<file path="src/rtl/matmul_pkg.sv">
// Shared types and defaults for the matmul core: state encoding, default
// parameter values and the accumulator width rule.
package matmul_pkg;

  localparam int unsigned DEF_DW      = 8;
  localparam int unsigned DEF_AW      = 8;
  localparam int unsigned DEF_CORES   = 1;
  localparam int unsigned DEF_CORE_ID = 0;

  typedef enum logic [2:0] {
    IDLE,
    INIT,
    RDA,
    RDB,
    MAC,
    STORE,
    DONE
  } state_e;

  // Product is 2*DW bits; AW extra bits absorb up to 2^AW-1 summed products.
  function automatic int unsigned acc_width(input int unsigned dw, input int unsigned aw);
    return 2 * dw + aw;
  endfunction

endpackage

</file>
<file path="src/rtl/matmul_core_mac_unit.sv">
// Multiply-accumulate with optional saturation of the stored result.
// clear has priority over enable; result follows the registered accumulator.
module mac_unit
  import matmul_pkg::*;
#(
  parameter int unsigned DW = DEF_DW,
  parameter int unsigned AW = DEF_AW
) (
  input  logic                          clk,
  input  logic                          rst,
  input  logic                          clear,
  input  logic                          enable,
  input  logic [DW-1:0]                 a,
  input  logic [DW-1:0]                 b,
  input  logic                          sat_en,
  output logic [acc_width(DW, AW)-1:0]  acc,
  output logic [DW-1:0]                 result
);

  localparam int unsigned ACC_W = acc_width(DW, AW);
  localparam int unsigned PW    = 2 * DW;

  logic [PW-1:0]    prod;
  logic [ACC_W-1:0] acc_q;
  logic [ACC_W-1:0] acc_d;

  always_comb begin
    prod  = PW'(a) * PW'(b);
    acc_d = acc_q;
    if (clear) begin
      acc_d = '0;
    end else if (enable) begin
      acc_d = acc_q + ACC_W'(prod);
    end
  end

  always_ff @(posedge clk) begin
    if (rst) begin
      acc_q <= '0;
    end else begin
      acc_q <= acc_d;
    end
  end

  assign acc = acc_q;

  // Saturate to all-ones whenever any bit above the stored width is set.
  always_comb begin
    result = acc_q[DW-1:0];
    if (sat_en && (acc_q[ACC_W-1:DW] != '0)) begin
      result = '1;
    end
  end

endmodule

</file>
<file path="src/rtl/matmul_core.sv">
// Row-strided matrix multiply C = A*B over a single synchronous RAM port.
// Processes rows CORE_ID, CORE_ID+CORES, ... so several cores split the rows.
module matmul_core
  import matmul_pkg::*;
#(
  parameter int unsigned DW      = DEF_DW,
  parameter int unsigned AW      = DEF_AW,
  parameter int unsigned CORES   = DEF_CORES,
  parameter int unsigned CORE_ID = DEF_CORE_ID
) (
  input  logic          Clk,
  input  logic          RST,
  input  logic          start,
  input  logic          sat_en,
  input  logic [AW-1:0] dim_m,
  input  logic [AW-1:0] dim_k,
  input  logic [AW-1:0] dim_n,
  input  logic [AW-1:0] a_base,
  input  logic [AW-1:0] b_base,
  input  logic [AW-1:0] c_base,
  output logic [AW-1:0] mem_addr,
  output logic [DW-1:0] mem_wdata,
  output logic          mem_we,
  input  logic [DW-1:0] mem_rdata,
  output logic          busy,
  output logic          done
);

  localparam int unsigned ACC_W  = acc_width(DW, AW);
  localparam logic [AW:0] STRIDE = (AW + 1)'(CORES);

  state_e        state_q, state_d;
  logic [AW-1:0] i_q, i_d, j_q, j_d, k_q, k_d;
  logic [AW-1:0] dm_q, dm_d, dk_q, dk_d, dn_q, dn_d;
  logic [AW-1:0] ab_q, ab_d, bb_q, bb_d, cb_q, cb_d;
  logic          sat_q, sat_d;
  logic [DW-1:0] opa_q, opa_d;
  logic [AW-1:0] addr_q, addr_d;
  logic          we_q, we_d;
  logic          busy_q, busy_d;
  logic          done_q, done_d;
  logic [AW:0]   i_step;

  logic             mac_clear;
  logic             mac_enable;
  logic [ACC_W-1:0] acc_unused;
  logic [DW-1:0]    mac_result;

  // Next state, index stepping and config latch.
  always_comb begin
    state_d = state_q;
    i_d     = i_q;
    j_d     = j_q;
    k_d     = k_q;
    dm_d    = dm_q;
    dk_d    = dk_q;
    dn_d    = dn_q;
    ab_d    = ab_q;
    bb_d    = bb_q;
    cb_d    = cb_q;
    sat_d   = sat_q;
    opa_d   = opa_q;
    i_step  = {1'b0, i_q} + STRIDE;

    unique case (state_q)
      IDLE: begin
        if (start) begin
          dm_d    = dim_m;
          dk_d    = dim_k;
          dn_d    = dim_n;
          ab_d    = a_base;
          bb_d    = b_base;
          cb_d    = c_base;
          sat_d   = sat_en;
          state_d = INIT;
        end
      end
      INIT: begin
        i_d = AW'(CORE_ID);
        j_d = '0;
        k_d = '0;
        if ((dm_q == '0) || (dk_q == '0) || (dn_q == '0) || (CORE_ID >= 32'(dm_q))) begin
          state_d = DONE;
        end else begin
          state_d = RDA;
        end
      end
      RDA: begin
        state_d = RDB;
      end
      RDB: begin
        opa_d   = mem_rdata;
        state_d = MAC;
      end
      MAC: begin
        k_d     = k_q + AW'(1);
        state_d = (k_d < dk_q) ? RDA : STORE;
      end
      STORE: begin
        k_d     = '0;
        j_d     = j_q + AW'(1);
        state_d = RDA;
        if (j_d == dn_q) begin
          j_d = '0;
          i_d = i_step[AW-1:0];
          if (i_step >= {1'b0, dm_q}) begin
            state_d = DONE;
          end
        end
      end
      DONE: begin
        state_d = IDLE;
      end
      default: begin
        state_d = IDLE;
      end
    endcase
  end

  // Outputs are decoded from the next state so they register in step with it.
  always_comb begin
    addr_d = '0;
    unique case (state_d)
      RDA:     addr_d = ab_q + i_d * dk_q + k_d;
      RDB:     addr_d = bb_q + k_d * dn_q + j_d;
      STORE:   addr_d = cb_q + i_d * dn_q + j_d;
      default: addr_d = '0;
    endcase
    we_d   = (state_d == STORE);
    done_d = (state_d == DONE);
    busy_d = (state_d == INIT) || (state_d == RDA) || (state_d == RDB) ||
             (state_d == MAC) || (state_d == STORE);
  end

  always_ff @(posedge Clk) begin
    if (RST) begin
      state_q <= IDLE;
      i_q     <= '0;
      j_q     <= '0;
      k_q     <= '0;
      dm_q    <= '0;
      dk_q    <= '0;
      dn_q    <= '0;
      ab_q    <= '0;
      bb_q    <= '0;
      cb_q    <= '0;
      sat_q   <= 1'b0;
      opa_q   <= '0;
      addr_q  <= '0;
      we_q    <= 1'b0;
      busy_q  <= 1'b0;
      done_q  <= 1'b0;
    end else begin
      state_q <= state_d;
      i_q     <= i_d;
      j_q     <= j_d;
      k_q     <= k_d;
      dm_q    <= dm_d;
      dk_q    <= dk_d;
      dn_q    <= dn_d;
      ab_q    <= ab_d;
      bb_q    <= bb_d;
      cb_q    <= cb_d;
      sat_q   <= sat_d;
      opa_q   <= opa_d;
      addr_q  <= addr_d;
      we_q    <= we_d;
      busy_q  <= busy_d;
      done_q  <= done_d;
    end
  end

  assign mac_clear  = (state_q == INIT) || (state_q == STORE);
  assign mac_enable = (state_q == MAC);

  mac_unit #(
    .DW(DW),
    .AW(AW)
  ) u_mac (
    .clk    (Clk),
    .rst    (RST),
    .clear  (mac_clear),
    .enable (mac_enable),
    .a      (opa_q),
    .b      (mem_rdata),
    .sat_en (sat_q),
    .acc    (acc_unused),
    .result (mac_result)
  );

  assign mem_addr  = addr_q;
  assign mem_we    = we_q;
  // The accumulator is final during STORE, so gating the result is enough.
  assign mem_wdata = we_q ? mac_result : '0;
  assign busy      = busy_q;
  assign done      = done_q;

endmodule
</file>
<file path="config.mk">
export PLATFORM = sky130hd
export DESIGN_NAME = matmul_core
export DESIGN_NICKNAME = d
export VERILOG_FILES = /design/src/rtl/matmul_pkg.sv /design/src/rtl/matmul_core_mac_unit.sv /design/src/rtl/matmul_core.sv
export SDC_FILE = /design/constraint.sdc
export NUM_CORES = 1
export LEC_CHECK = 0
export CORE_MARGIN = 10
export CORE_UTILIZATION = 62
export CTS_CLUSTER_DIAMETER = 30
export DETAILED_ROUTE_END_ITERATION = 12
export PLACE_DENSITY = 0.82
export SYNTH_ARGS = -nofsm -noshare
export SYNTH_HDL_FRONTEND = slang
export SYNTH_SLANG_ARGS = --single-unit
</file>
<file path="constraint.sdc">
create_clock -name Clk -period 9.35 [get_ports Clk]
set_input_delay 0.935 -clock Clk [delete_from_list [all_inputs] [get_ports Clk]]
set_output_delay 0.935 -clock Clk [all_outputs]
set_load 0.01 [all_outputs]
</file>
# Word level (Yosys, flattened, before mapping)
# Cells that the tools add are included.
# totals
ff_bits,119
output_inout_bits,19
word_cells,77
# classes
n_addsub,10
mul,4
n_lt_le_gt_ge,3
n_eq_ne,12
mux,14
reduce_logical,17
# ops
cell,n
8-bit adder,6
8-bit one-hot mux with 2 select lines,3
8-bit two-way mux,4
24-bit by 16-bit adder with 24-bit output,1
8-bit zero test,3
8-bit by 8-bit multiplier with 8-bit output,3
8-bit one-hot mux with 3 select lines,1
3-bit one-hot mux with 6 select lines,1
8-bit by 1-bit adder with 8-bit output (second input constant),2
8-bit by 8-bit multiplier with 16-bit output,1
16-bit nonzero test,1
3-bit equality test (second input constant),5
3-bit two-way mux,5
3-bit by 2-bit equality test with 1-bit output (second input constant),4
8-bit by 1-bit adder with 9-bit output (second input constant),1
9-bit by 8-bit >= comparator with 1-bit output,1
8-bit equality test,1
1-bit by 8-bit >= comparator with 1-bit output (first input constant),1
1-bit logical OR,8
8-bit < comparator,1
3-bit by 1-bit equality test with 1-bit output (second input constant),2
2-bit OR reduction,2
3-bit zero test,1
2-bit AND reduction,1
1-bit logical AND,1

# Logic depth before layout (Yosys ltp)
# Gate-level depths: netlist of the first run.
# logic_depth
ltp_word,11
depth_mapped,29

# Cells and area by module
# From an unflattened synthesis of the first run, not the netlist that was laid out.
# unflattened
cells_unflattened,1475
hier_area_um2,12258.0
# modules_own_cells
mod,n_inst,cells_per_inst,area_each_um2
matmul_core,1,1034,8525.7
mac_unit,1,441,3732.3

# Least setup slack after synthesis of the first run
# Ideal clock, no wire load.
# synth_path
kind,flip-flop to flip-flop
from,register j_q[0]
to,register addr_q[7] (netlist: mem_addr[7])
setup_time_ns,0.070
arrival_time_ns,6.704
t_required_ns,9.280
slack_ns,2.576
stages_incl_launch_ff,27
path_buffers,2
cell_sequence,dfxtp_1 > ha_1 > xor2_1 > xnor2_1 > nand4_1 > or4_4 > buf_6 > nor2_1 > a221o_1 > clkbuf_1 > nand2_1 > fa_1 > fa_1 > fa_1 > fa_1 > fa_1 > xnor2_1 > xnor2_1 > xnor2_1 > xnor2_1 > xnor2_1 > xnor2_1 > xnor2_1 > xnor3_1 > xor3_1 > nand2_1 > a21oi_1
# synth_between
elab_chain_len,8
word_cells_on_any_way,19
# synth_lines
element,line_no,rtl
from (decl),matmul_core.sv:33,"logic [AW-1:0] i_q, i_d, j_q, j_d, k_q, k_d;"
from (signal assigned),matmul_core.sv:156,j_q <= j_d;
8-bit by 1-bit adder with 8-bit output,matmul_core.sv:101,j_d = j_q + AW'(1);
8-bit equality test,matmul_core.sv:103,if (j_d == dn_q) begin
8-bit two-way mux,matmul_core.sv:103,
8-bit one-hot mux with 2 select lines,matmul_core.sv:65,unique case (state_q)
"8-bit by 8-bit multiplier with 8-bit output, on equally long branches","matmul_core.sv:126, matmul_core.sv:124",
"8-bit adder, on equally long branches (2 in a row)","matmul_core.sv:126, matmul_core.sv:124",
8-bit one-hot mux with 3 select lines *,matmul_core.sv:123,unique case (state_d)
to (signal assigned),matmul_core.sv:166,addr_q <= addr_d;
to (decl),matmul_core.sv:38,"logic [AW-1:0] addr_q, addr_d;"
# Every way passes the cells marked *; elsewhere a longest branch is shown, timed or not.
# A chain may end at the register's enable or synchronous reset.

# Worst setup path in the final report of the first run
# Ends and elaborated chain as after synthesis.

==> results of run 1 <==
==> through the flow <==
stage,cells,util,power (W),hold slack (ps),setup WS (ps)
3_3_place_gp,1758,0.674,0.00110,444,2060
3_5_place_dp,1758,0.674,0.00112,448,1780
5_1_grt,1787,0.703,0.00184,471,1000
2_1_floorplan,1476,-,0.000953,436,2580
6_report,1787,0.703,0.00175,456,1530
4_1_cts,1787,0.703,0.00175,456,1610
==> cell type report <==
class                           count  area, um^2  share of cell area
Timing Repair Buffer               87         846              0.0623
Inverter                          218         818              0.0602
Clock buffer                       19         443              0.0326
Clock inverter                     10         108             0.00792
Tap cell                          265         332              0.0244
Sequential cell                   119        2380               0.175
Multi-Input combinational cell   1069        8650               0.637
==> state kept, by name (all words and copies together), names as in the netlist, 3 cells and up <==
| register | flops |
|---|---|
| dk_q | 8 |
| ab_q | 8 |
| k_q | 8 |
| state_q | 3 |
| cb_q | 8 |
| u_mac.acc | 24 |
| j_q | 8 |
| opa_q | 8 |
| dm_q | 8 |
| mem_addr | 8 |
| bb_q | 8 |
| i_q | 8 |
| dn_q | 8 |
==> power by group through the flow <==
| stage | Sequential (W) | Combinational, W | Clock (W) |
|---|---|---|---|
| floorplan | 0.000588 | 0.000365 | 0 |
| CTS | 0.000617 | 0.000495 | 0.000637 |
| detailed placement | 0.000628 | 0.000489 | 0 |
| finish | 0.000620 | 0.000497 | 0.000630 |
| global route | 0.000627 | 0.000551 | 0.000657 |
| global placement | 0.000625 | 0.000477 | 0 |
==> layout by cell type, fill, tap and decap left out, drive strengths merged, types with 5 or more instances in the layout <==
master,n
a211oi,6
a21boi,7
a21o,15
a21oi,95
a222oi,6
a22oi,5
and2,59
and3,9
buf,10
clkbuf,19
clkdlybuf4s50,77
clkinv,5
dfxtp,119
fa,116
ha,125
inv,218
mux2i,14
nand2,248
nand2b,14
nand3,30
nand4,7
nor2,72
nor2b,28
nor3,10
nor3b,6
nor4,13
o21a,12
o21ai,35
xnor2,65
xor2,17
==> routing by layer <==
| metal | wire length (um) | vias up | global-route usage |
|---|---|---|---|
| met4 | 826 | 0 | 0.0872 |
| met1 | 13100 | 4801 | 0.311 |
| li1 | - | 4810 | - |
| met3 | 2250 | 59 | 0.0571 |
| met2 | 14100 | 368 | 0.384 |
| met5 | 0 | - | 0 |
==> worst register-to-register path, cell delays in order (launching register included) <==
cell and delay [ps]:
sky130_fd_sc_hd__dfxtp_1 430, sky130_fd_sc_hd__ha_1 300, sky130_fd_sc_hd__xor2_1 200, sky130_fd_sc_hd__xnor2_1 130, sky130_fd_sc_hd__nand4_1 250, sky130_fd_sc_hd__nor4_2 460, sky130_fd_sc_hd__mux2i_1 180, sky130_fd_sc_hd__o21ai_1 930
sky130_fd_sc_hd__nand2_1 230, sky130_fd_sc_hd__fa_1 510, sky130_fd_sc_hd__fa_1 570, sky130_fd_sc_hd__fa_1 450, sky130_fd_sc_hd__fa_1 510, sky130_fd_sc_hd__fa_1 430, sky130_fd_sc_hd__xnor2_1 160, sky130_fd_sc_hd__xnor2_1 210
sky130_fd_sc_hd__xnor2_1 130, sky130_fd_sc_hd__xnor2_1 220, sky130_fd_sc_hd__xnor2_1 180, sky130_fd_sc_hd__xnor2_1 130, sky130_fd_sc_hd__xnor2_1 280, sky130_fd_sc_hd__xnor3_1 470, sky130_fd_sc_hd__xor3_1 210, sky130_fd_sc_hd__nand2_1 50
sky130_fd_sc_hd__a21oi_1 110
==> path summary, 6_finish.rpt <==
path                                 end  slack [ps]                 start
hold / removal      bb_q[6]$_SDFFE_PP0P_         460  bb_q[6]$_SDFFE_PP0P_
setup reg to reg  mem_addr[7]$_SDFF_PP0_        1530     j_q[0]$_SDFF_PP0_
setup / recovery  mem_addr[7]$_SDFF_PP0_        1530     j_q[0]$_SDFF_PP0_
hold reg to reg     bb_q[6]$_SDFFE_PP0P_         460  bb_q[6]$_SDFFE_PP0P_
==> Yosys cell counts (all sizes together) (2+ instances only) <==
cell type	instances	share of area
a2111o	2	0.0019
a211o	4	0.0029
a211oi	6	0.0037
a21boi	7	0.0043
a21o	15	0.0093
a21oi	95	0.039
a221o	2	0.0017
a222oi	6	0.0050
a22oi	5	0.0031
a31oi	4	0.0021
and2	59	0.031
and3	9	0.0046
buf	13	0.0055
clkbuf	57	0.018
dfxtp	119	0.20
fa	116	0.19
ha	125	0.13
inv	218	0.067
mux2	2	0.0019
mux2i	14	0.012
nand2	248	0.077
nand2b	14	0.0072
nand3	30	0.013
nand4	7	0.0036
nor2	72	0.022
nor2b	28	0.014
nor3	10	0.0041
nor3b	6	0.0041
nor4	13	0.0072
o211ai	4	0.0044
o21a	12	0.0074
o21ai	35	0.014
o21bai	3	0.0019
o31a	4	0.0029
o41ai	2	0.0014
or3	4	0.0025
or4	4	0.0028
xnor2	65	0.047
xnor3	3	0.0056
xor2	17	0.012
xor3	2	0.0039
==> kinds of logic (layout without fill, tap and decap cells) <==
group / after synthesis / in the layout / synth area share
multiplexers: 16 / 16 / 0.0134
adder cells (fa/ha/maj): 241 / 241 / 0.321
AND/OR/NAND/NOR: 508 / 508 / 0.196
buffers and inverters: 288 / 334 / 0.0906
flip-flops: 119 / 119 / 0.196
XOR/XNOR: 87 / 87 / 0.0687
AO/OA/AOI/OAI: 217 / 217 / 0.114
==> implementation parameters, run 1 <==
Parameter                              Value

Run status
  Outcome ... complete, no violations

GRT
  Maximum number of pins on one net before global-route repair ... 92
  All-layer global routing usage ... 0.240
  Wire length of the first global-routing pass ... 50700 um
  Number of global-route vias before repair ... 10181
  Initial antenna violation count ... 0
  Global route total overflow ... 0

Yosys
  Ys Warns ... 0
  Count of flip-flops with a built-in enable after synthesis ... 0
  FF+latch count, synth ... 119
  Commonest register cell after synthesis ... sky130_fd_sc_hd__dfxtp_1
  Total nets after synthesis ... 1777
  Netlist Area Pre-Place ... 12100 um^2
  Netlist cell types ... 70
  Mean cell area of the mapped netlist ... 8.21 um^2
  Gate count after technology mapping ... 1476
  Register area share after synthesis ... 0.196
  Fraction of synthesis flops using an asynchronous set or reset pin ... 0

Power and ir drop
  P_leak ... 6.25 nW
  Sequential fraction of design power ... 0.355
  Highest ir drop seen on vdd ... 0.137 mV
  Fraction of power spent switching nets ... 0.351
  Areal power density over the cells ... 129 nW/um^2
  Internal power ... 0.00113 W
  Share of total power in combinational logic ... 0.285
  Clock network power share ... 0.361
  Power dissipated by switching net loads ... 0.000614 W

STA
  Max-slew violation count ... 0
  Portion of the clock cycle consumed by the worst path in the final layout ... 0.837
  Hold violation total from the final report ... 0
  Endpoints failing setup ... 0
  Setup TNS ... 0 ps
  Worst rel slew slack ... 0.211
  Highest clock frequency the design can meet ... 0.128 GHz
  Setup Skew ... 8.96 ps
  Final min period ... 7820 ps
  Unrepaired setup endpoints after global routing ... no
  Slew at the pin closest to its max-slew limit ... 1180 ps

Clock tree
  Number of sinks on the clock net ... 119
  CTS tree ... built
  Number of buffers added for setup after CTS ... 0
  Longest Clk Path Bufs ... 2
  Post-CTS Hold Buffers ... 0
  Root Buffer ... sky130_fd_sc_hd__clkbuf_16
  Post-cts gate resize count ... 0
  Clk slew on worst S/H paths ... 60 ps
  Clock insertion delay at the later pin of the skew report ... 430 ps
  Inserted Clock Buffers ... 17
  Number of levels the H-tree was split into ... 4

Worst setup path
  Crit. path cell count ... 24
  Buffers and inverters on the worst path ... 0
  Standard cell with the maximum stage delay on the critical path ... sky130_fd_sc_hd__o21ai_1
  Data required time of the worst path ... 9710 ps
  Highest cell delay on the worst timing path ... 930 ps
  Dominant cell type by count on the critical path ... sky130_fd_sc_hd__xnor2_1
  Type of the worst setup path ... flop to flop
  Max FO, Critical Path ... 14
  Worst path arrival time ... 8180 ps
  List of cells traversed by the critical path ... ha_1, xor2_1, xnor2_1, nand4_1, nor4_2, mux2i_1, o21ai_1, nand2_1, fa_1, fa_1, fa_1, fa_1, fa_1, xnor2_1, xnor2_1, xnor2_1, xnor2_1, xnor2_1, xnor2_1, xnor2_1, xnor3_1, xor3_1, nand2_1, a21oi_1
  Depth of the worst register-to-register path ... 24
  CP delay by family, top ... adder cells
  Worst setup SP type ... flop
  CP endpoint kind ... flop

Die
  Initial core utilization ... 0.627
  Die width ... 160 um
  Core footprint ... 19300 um^2
  # IOs ... 79
  Total die area ... 25500 um^2
  Die Ht ... 160 um
  Site Rows ... 51

Hold path
  Hold-critical path depth ... 2
  Classification of the worst-slack hold path ... flop to flop

Detailed routing
  Routed WL ... 30300 um
  Number of search-and-repair iterations in the first detailed-routing pass ... 7
  Number of remaining DRC errors ... 0
  Routed length per instance ... 16.9 um
  ANT nets after route ... 0
  Starting DRC count in detailed routing ... 810
  Detailed-route via count ... 10038
  Vias per Instance ... 5.62

Finish
  Total of fill cells in the finished design ... 1487
  Area Growth Syn to Fin ... 12.0%
  Number of nets in the layout ... 1813
  Share of post-route cells with drive strength above 1 ... 0.0368
  Inserted Diodes ... 0
  Post-route cell area ... 13600 um^2

Job
  Maxcap violations ... 0

Place
  Final estimated routing congestion in global placement ... 0.903
  HPWL reported at the end of detailed placement ... 22700 um
  Count of input and output buffers ... 78
  Placed inst area ... 13000 um^2
Note: power is estimated with default switching activity, not from simulation.
==> run 2, diff against run 1 <==
==> constraint.sdc (replaced) <==
create_clock -name Clk -period 7.49 [get_ports Clk]
set_input_delay 0.749 -clock Clk [delete_from_list [all_inputs] [get_ports Clk]]
set_output_delay 0.749 -clock Clk [all_outputs]
set_load 0.01 [all_outputs]
==> run 2 against run 1 <==
Against the previous run:
- register-to-register slack got worse by 1300 ps
- critical path depth increased by 3
- clock power increased by 29%
- power increased by 28%
- count of clock-buffer cells in the layout increased by 3
- combinational power increased by 33%
- non-clock buffer count increased by 17
- maximum frequency increased by 8.2%
- worst setup slack got worse by 1300 ps
- sequential power increased by 22%
==> implementation parameters, run 2 (same netlist as run 1, synthesis figures left out) <==
Parameter                              Value

Power and ir drop
  Share of total power in combinational logic ... 0.297
  Clock network power share ... 0.364
  Internal power ... 0.00145 W
  Sequential fraction of design power ... 0.339
  Power dissipated by switching net loads ... 0.000784 W
  Post-layout power ... 0.00224 W
  Fraction of power spent switching nets ... 0.351
  Areal power density over the cells ... 163 nW/um^2
  P_leak ... 6.35 nW
  Highest ir drop seen on vdd ... 0.170 mV

Worst setup path
  Worst setup SP type ... flop
  FF-to-FF Start ... j_q[0]$_SDFF_PP0_
  CP delay by family, top ... adder cells
  Dominant cell type by count on the critical path ... sky130_fd_sc_hd__fa_1
  Launch point of the worst path ... j_q[0]$_SDFF_PP0_
  CP endpoint kind ... flop
  Crit Reg-Reg Endpoint ... mem_addr[7]$_SDFF_PP0_
  Worst-case register-to-register setup slack ... 260 ps
  Type of the worst setup path ... flop to flop
  Critical path capture point ... mem_addr[7]$_SDFF_PP0_
  Max FO, Critical Path ... 9
  Crit. path cell count ... 27
  Highest cell delay on the worst timing path ... 640 ps
  Data required time of the worst path ... 7790 ps
  Standard cell with the maximum stage delay on the critical path ... sky130_fd_sc_hd__or4_4
  Buffers and inverters on the worst path ... 4
  Depth of the worst register-to-register path ... 27
  Worst path arrival time ... 7530 ps

Die
  # IOs ... 79
  Total die area ... 25500 um^2
  Core footprint ... 19300 um^2
  Die width ... 160 um
  Site Rows ... 51
  Initial core utilization ... 0.627
  Die Ht ... 160 um

GRT
  Wire length of the first global-routing pass ... 51500 um
  Global route total overflow ... 0
  Initial antenna violation count ... 0
  Maximum number of pins on one net before global-route repair ... 92
  All-layer global routing usage ... 0.244
  Number of global-route vias before repair ... 10223

Detailed routing
  Vias per Instance ... 5.68
  Routed length per instance ... 17.3 um
  Number of remaining DRC errors ... 0
  Number of search-and-repair iterations in the first detailed-routing pass ... 6
  Detailed-route via count ... 10257
  ANT nets after route ... 0
  Starting DRC count in detailed routing ... 961
  Routed WL ... 31300 um

STA
  Worst rel slew slack ... 0.233
  Hold violation total from the final report ... 0
  Portion of the clock cycle consumed by the worst path in the final layout ... 0.965
  Endpoints failing setup ... 0
  Setup TNS ... 0 ps
  Setup Skew ... 11.7 ps
  Max-slew violation count ... 0
  Final min period ... 7230 ps
  Highest clock frequency the design can meet ... 0.138 GHz
  Min setup slack post-route ... 261 ps
  Slew at the pin closest to its max-slew limit ... 1150 ps

Finish
  Inserted Diodes ... 0
  Post-route cell area ... 13700 um^2
  Commonest cells after routing, fill and taps aside ... 248 x sky130_fd_sc_hd__nand2_1, 217 x sky130_fd_sc_hd__inv_1, 124 x sky130_fd_sc_hd__ha_1
  Register area ... 2380 um^2
  Total of fill cells in the finished design ... 1461
  Post-Layout Cell Count ... 1805
  Number of flip-flops in the largest register ... 24
  Most common cell after layout, fill and taps aside ... sky130_fd_sc_hd__nand2_1
  Share of post-route cells with drive strength above 1 ... 0.0487
  Number of nets in the layout ... 1830
  Area Growth Syn to Fin ... 13.4%
  Area taken by multi-input logic gates ... 8660 um^2

Hold path
  Hold-critical path depth ... 2
  Classification of the worst-slack hold path ... flop to flop

Job
  Maxcap violations ... 0

Clock tree
  Post-CTS Hold Buffers ... 0
  Clock insertion delay at the later pin of the skew report ... 430 ps
  Longest Clk Path Bufs ... 2
  CTS tree ... built
  Number of sinks on the clock net ... 119
  Inserted Clock Buffers ... 17
  Root Buffer ... sky130_fd_sc_hd__clkbuf_16
  Clk slew on worst S/H paths ... 60 ps
  Number of levels the H-tree was split into ... 4

Run status
  Outcome ... complete, no violations

Place
  Placed cells ... 1769
  Count of input and output buffers ... 78
  Placed inst area ... 13100 um^2
  Worst-case setup slack after placement ... 195 ps
  Final estimated routing congestion in global placement ... 0.883
  HPWL reported at the end of detailed placement ... 23500 um
==> run 2: changes by cell type in the layout (fill, tap and decap cells not counted), sizes merged <==
| cell | change |
|---|---|
| clkbuf | +3 |
| buf | +17 |
| clkinv | -1 |
| clkinvlp | -1 |
==> run 2: worst min-delay path by stage <==
stage	start	end	slack (ps)
2_1_floorplan	ab_q[4]$_SDFFE_PP0P_	ab_q[4]$_SDFFE_PP0P_	440
3_3_place_gp	cb_q[5]$_SDFFE_PP0P_	cb_q[5]$_SDFFE_PP0P_	440
3_5_place_dp	ab_q[6]$_SDFFE_PP0P_	ab_q[6]$_SDFFE_PP0P_	450
4_1_cts	cb_q[4]$_SDFFE_PP0P_	cb_q[4]$_SDFFE_PP0P_	460
5_1_grt	bb_q[1]$_SDFFE_PP0P_	bb_q[1]$_SDFFE_PP0P_	480
6_report	ab_q[5]$_SDFFE_PP0P_	ab_q[5]$_SDFFE_PP0P_	460
==> run 2: repair_timing <==
| item | CTS | global route |
|---|---|---|
| buffers inserted | 0 | 6 |
| gates resized for setup | 0 | 2 |
| endpoints found under the setup margin | 0 | 1 |
==> run 2: power groups by stage <==
stage / Combinational [W] / Sequential, W / Clock, W
finish: 0.000663 / 0.000758 / 0.000814
detailed placement: 0.000643 / 0.000769 / 0
global placement: 0.000628 / 0.000766 / 0
CTS: 0.000650 / 0.000756 / 0.000818
floorplan: 0.000455 / 0.000734 / 0
global route: 0.000733 / 0.000763 / 0.000843
==> run 2: cell type report <==
cell class / count / area share
multi-input combinational: 1069 / 0.630
sequential: 119 / 0.173
timing repair buffer: 104 / 0.0717
inverter: 218 / 0.0595
clock buffer: 22 / 0.0345
tap: 265 / 0.0241
clock inverter: 8 / 0.00719
==> run 2: per-layer routing <==
metal,part of all wire,global-route usage
met5,0,0
met3,0.083,0.0514
met1,0.43,0.323
met4,0.028,0.0822
met2,0.46,0.390
==> run 2: through the flow <==
step	hold slack (ps)	util
after floorplan	436	-
after CTS	458	0.708
final	456	0.711
after global routing	477	0.711
after detailed placement	447	0.678
after global placement	443	0.678
==> run 2: tightest hold or removal path: stages, from the launching register on <==
cell,delay [ps]
sky130_fd_sc_hd__dfxtp_1,310
sky130_fd_sc_hd__nand2_1,50
sky130_fd_sc_hd__a21oi_1,50
==> run 3, diff against run 2 <==
==> constraint.sdc (replaced) <==
create_clock -name Clk -period 7.49 [get_ports Clk]
set_input_delay 0.749 -clock Clk [delete_from_list [all_inputs] [get_ports Clk]]
set_output_delay 0.749 -clock Clk [all_outputs]
set_load 0.02 [all_outputs]
==> results of run 3 <==
The final DEF is identical to that of run 2. Status: complete, no violations.
